### src/rtl/encoder_priority_n_seq.sv
// rtl/encoder_priority_n_seq.sv - registered N-to-log2(N) priority encoder, fixed or round-robin, valid/ready on both sides.
// Optional multi_hot output is enabled by defining ENCODER_MULTI_HOT_EN.
module encoder_priority_n_seq #(
    parameter int N           = 8,
    parameter int ROUND_ROBIN = 0,
    localparam int OUT_W      = $clog2(N)
) (
    input  logic             clk,
    input  logic             rst,
    input  logic [N-1:0]     d_in,
    input  logic             in_valid,
    output logic             in_ready,
    output logic [OUT_W-1:0] d_out,
    output logic             invalid_input,
    output logic             out_valid,
`ifdef ENCODER_MULTI_HOT_EN
    output logic             multi_hot,
`endif
    input  logic             out_ready
);

    logic [OUT_W-1:0] r_d_out;
    logic             r_invalid;
    logic             r_valid;
    logic [OUT_W-1:0] r_ptr;

    logic             w_accept;
    logic             w_zero;
    logic [OUT_W-1:0] w_fix_idx;
    logic [N-1:0]     w_mask;
    logic [N-1:0]     w_hi;
    logic [OUT_W-1:0] w_hi_idx;
    logic [OUT_W-1:0] w_lo_idx;
    logic [OUT_W-1:0] w_rr_idx;
    logic [OUT_W-1:0] w_win;
    logic [OUT_W-1:0] w_ptr_nxt;

    assign in_ready = !rst && (!r_valid || out_ready);
    assign w_accept = in_valid && in_ready;
    assign w_zero   = ~|d_in;

    always_comb begin
        w_fix_idx = '0;
        for (int i = 0; i < N; i++) begin
            if (d_in[i]) w_fix_idx = OUT_W'(i);
        end
    end

    // Round-robin: prefer the lowest set bit at or above ptr, else wrap to the lowest set bit overall.
    always_comb begin
        w_mask = '0;
        for (int i = 0; i < N; i++) begin
            w_mask[i] = (i >= int'(r_ptr));
        end
    end

    assign w_hi = d_in & w_mask;

    always_comb begin
        w_hi_idx = '0;
        w_lo_idx = '0;
        for (int i = N - 1; i >= 0; i--) begin
            if (w_hi[i]) w_hi_idx = OUT_W'(i);
            if (d_in[i]) w_lo_idx = OUT_W'(i);
        end
    end

    assign w_rr_idx  = (|w_hi) ? w_hi_idx : w_lo_idx;
    assign w_win     = (ROUND_ROBIN != 0) ? w_rr_idx : w_fix_idx;
    assign w_ptr_nxt = (w_rr_idx == OUT_W'(N - 1)) ? '0 : w_rr_idx + OUT_W'(1);

`ifdef ENCODER_MULTI_HOT_EN
    logic r_multi_hot;
    logic w_multi;

    assign w_multi   = |(d_in & (d_in - N'(1)));
    assign multi_hot = r_multi_hot;

    always_ff @(posedge clk) begin
        if (rst) begin
            r_multi_hot <= 1'b0;
        end else if (w_accept) begin
            r_multi_hot <= w_multi;
        end
    end
`endif

    always_ff @(posedge clk) begin
        if (rst) begin
            r_d_out   <= '0;
            r_invalid <= 1'b0;
            r_valid   <= 1'b0;
            r_ptr     <= '0;
        end else if (w_accept) begin
            r_d_out   <= w_win;
            r_invalid <= w_zero;
            r_valid   <= 1'b1;
            if ((ROUND_ROBIN != 0) && !w_zero) begin
                r_ptr <= w_ptr_nxt;
            end
        end else if (out_ready) begin
            r_valid <= 1'b0;
        end
    end

    assign d_out         = r_d_out;
    assign invalid_input = r_invalid;
    assign out_valid     = r_valid;

endmodule

### config.mk
export PLATFORM = sky130hd
export DESIGN_NAME = encoder_priority_n_seq
export DESIGN_NICKNAME = d
export VERILOG_FILES = /design/src/rtl/encoder_priority_n_seq.sv
export SDC_FILE = /design/constraint.sdc
export NUM_CORES = 1
export LEC_CHECK = 0
export CORE_AREA = 4 4 41 43
export CTS_BUF_LIST = sky130_fd_sc_hd__clkbuf_4 sky130_fd_sc_hd__clkbuf_8
export CTS_CLUSTER_DIAMETER = 150
export DETAILED_ROUTE_END_ITERATION = 10
export DIE_AREA = 0 0 45 47
export HOLD_SLACK_MARGIN = 0.02
export PLACE_DENSITY = 0.52
export SYNTH_ARGS = -nofsm -noshare
export SYNTH_HDL_FRONTEND = slang
export SYNTH_SLANG_ARGS = --single-unit
### constraint.sdc
create_clock -name clk -period 2.9 [get_ports clk]
set_clock_uncertainty 0.05 [all_clocks]
set_input_delay 0.29 -clock clk [delete_from_list [all_inputs] [get_ports clk]]
set_output_delay 0.29 -clock clk [all_outputs]
set_load 0.02 [all_outputs]
---- Yosys cells after proc, flatten, opt, wreduce, memory -nomap -nowiden ----
Cells that the tools add are included.
operators by class
  mux-type cells .......................... 9
  reductions and logical operators ........ 8
operators by type and width
  kind                count
  two-way mux 3 bit   6
  OR reduction 8 bit  1
  logical NOT 1 bit   3
  two-way mux 1 bit   3
  logical AND 1 bit   2
  nonzero test 2 bit  1
  logical OR 1 bit    1
word-level totals
  output and inout port bits .............. 6
  word-level logic and storage cells ...... 20
  register bits after elaboration ......... 5

---- Depth between registers and ports, before layout ----
  word-level depth ........................ 7
  mapped depth ............................ 4
  gate-level depth less buffers ........... 3

---- Worst setup path after synthesis ----
No wires, ideal clock.
  kind .................................... register -> output
  start point ............................. reg r_valid, in the netlist out_valid
  end point ............................... out in_ready
  path buffers ............................ 0
  cell stages (with the launch flop) ...... 3
  arrival ................................. 911 ps
  data required time ...................... 2560 ps
  slack ................................... 1649 ps
  cell sequence ........................... dfxtp_1 > nor2b_1 > nor2_1
between the ends
  word-level cells in the longest chain between the ends .. 3
ends and longest elaborated chain
  element                   line  source
  start: declaration        24    logic r_valid;
  start signal: assignment  92    r_valid <= 1'b0;
  start signal: assignment  97    r_valid <= 1'b1;
  start signal: assignment  102   r_valid <= 1'b0;
  logical NOT 1 bit         38    assign in_ready = !rst && (!r_valid || out_ready);
  logical OR 1 bit          38
  logical AND 1 bit         38
  end: declaration          12    output logic in_ready,
Every way passes these cells.

---- Worst setup path in the final report ----
  start point ............................. in out_ready
  end point ............................... out in_ready
between the ends
  word-level cells in the longest chain between the ends .. 2
ends and longest elaborated chain
  element             line  source
  start: declaration  19    input logic out_ready
  logical OR 1 bit    38
  logical AND 1 bit   38
Every way passes these cells.

==> metrics.cfg <==
[status]
status=complete, no violations

[floorplanning]
core-area_mm2=0.00130
fp.dieH_um=47
boundaryPins=18
die_area_mm2=0.00212
start_util_pct=21.0
die_w_um=45
rows=13

[power]
p_total_mw=0.217
power-per-cell-area_mw_per_mm2=445
leakagePower_nw=0.177
worst_ir_drop_vdd_mv=0.119

[synthesis]
ys_seq_elements=5
synth_top_family_by_area=simple AND/OR/NAND/NOR gates
ys_seq_area_share_pct=36.7
ys_warn_count=0
yosysMostFrequentCell=nor2_1
synth-edff-count=0
yosysTopAreaCell=dfxtp_1
syn_nets=45
synth_top_flop_cell=dfxtp_1
syn-cell-area_um2=273
synth_xor_xnor_area_share_pct=0
yosysTopAreaCellShare_pct=36.7
synth_area_per_cell_um2=8.27
synth_common_cells=6 x nor2_1, 5 x dfxtp_1, 4 x nand2b_1, 3 x nor2b_1
synthSimpleGateAreaFrac_pct=40.4
synth.distinct_cells=16
synth_compound_area_share_pct=19.7
async_flop_share_pct=0
synthAdderAreaFrac_pct=0
synthMuxAreaShare_pct=0
synth.area.top_cells=dfxtp_1 37%, nand2b_1 9.2%, nor2_1 8.3%, nor2b_1 6.9%, a211oi_1 5.5%
syn_inst=33

[drt]
wirelength_um=667
vias=293
drc_errors=0
drt_first_pass_iters=2
post_drt_via_cell_ratio=4.31
drtIter0Drc=1
ant_nets=0
wl_per_cell_um=9.81

[critical_path]
r2r_slack_ns=1.79
timing.rr.end=d_out[0]$_SDFFE_PP0P_
cp.arrival_ns=1.61
startpoint=out_ready
critPathMaxFanout=5
cp-start-kind=primary input
worstPathRequired_ns=2.56
reg2reg_depth=3
critPathKind=in2out
reg2reg_from=out_valid$_SDFFE_PP0P_
cp-end-kind=primary output

[hold_path]
hp-class=reg2reg
min_delay_path_depth=2
min_to=invalid_input$_SDFFE_PP0P_
worstHoldStart=invalid_input$_SDFFE_PP0P_

[grt]
grt_pass1_wl_mm=1.10
grt.busiest_layer=met2
met3_usage_pct=3.83
grt_pass1_vias=285
gr-total-overflow=0
grt_max_degree=10
grt_use_total_pct=7.67
grtUsageMet1_pct=8.66
use_met2_pct=10.5
antenna_found_initial=0

[sta]
slew_viol_final=0
setup_viol=0
tns_ns=0
rsz0062_at_grt=false
tightest_slew_ns=0.335
finalHoldViolations=0
max_freq_ghz=0.514
timing.hold.ws_ns=0.441
period_needed_ns=1.95
finalCritPeriodShare_pct=67.1
worst_slack_ns=0.954
max-slew-margin-rel_pct=77.6

[clock_tree]
cts-buffers-inserted=3
cts_tree=built
htreeDepth=1
root_buffer=clkbuf_4
post_cts_resized=0
clk_pin_slew_worst_paths_ns=0.05
cts_setup_buffers=0
cts.sinks=5
cts_buffer_depth=2
hold_buffers=0
clk_latency_ns=0.24

[finish]
nets=66
utilization_pct=37.4
final_cell_area_um2=487
drive_above_1_share_pct=15.1
fin_cells=68
area_growth_syn_to_layout_pct=78.4
antennaDiodeCount=0

[place]
numPortBuffers=17
place_congestion=0.619
dp.cells=64
post-dp-hpwl_um=569
dpl_cell_area_um2=457
dp_slack_ns=0.950

[job]
cap_violations=0

## registers in the layout (all words and copies together), names as in the netlist
signal	flops
d_out	3
invalid_input	1
out_valid	1
## routing by layer
layer	wire length [um]	vias up
li1	-	159
met1	307	117
met2	263	15
met3	89	2
met4	6	0
met5	0	-
## final cells by class
| cell class | instances | area, um^2 |
|---|---|---|
| timing repair buffer | 17 | 170 |
| fill | 157 | 815 |
| multi-input combinational | 26 | 164 |
| clock buffer | 4 | 30.0 |
| tap | 15 | 18.8 |
| inverter | 1 | 3.75 |
| sequential | 5 | 100 |
## worst max-delay path by stage
stage / slack [ns] / to / depth (start not counted)
floorplan: 1.65 / in_ready / 2
global placement: 0.94 / in_ready / 4
detailed placement: 0.95 / in_ready / 4
CTS: 0.94 / in_ready / 4
global route: 0.83 / in_ready / 4
finish: 0.95 / in_ready / 4
## layout by cell type, fill, tap and decap left out, drive strengths merged
cell type,count
nand2b,4
a211oi,2
dfxtp,5
clkdlybuf4s50,17
inv,1
or2,1
nor3,3
or4,1
o2bb2ai,1
a21oi,2
nor2b,3
clkbuf,4
nor4,1
a2bb2oi,1
nor2,6
a221o,1
## cell families (layout without fill, tap and decap cells)
family          after synthesis  in the layout
simple gates                 19             19
compound gates                7              7
flops                         5              5
buf+inv                       2             22
## critical path, cell delays in order
cell and delay [ns]:
clkdlybuf4s50_1 0.41, nor2b_1 0.30, nor2_1 0.07, clkdlybuf4s50_1 0.54
## power breakdown
| part | internal, mW | switching (mW) | leakage (nW) |
|---|---|---|---|
| Sequential | 0.0734 | 0.00204 | 0.0413 |
| Clock | 0.0614 | 0.0286 | 0.0184 |
| Combinational | 0.0303 | 0.0212 | 0.118 |
(Power assumes the default switching activity.)
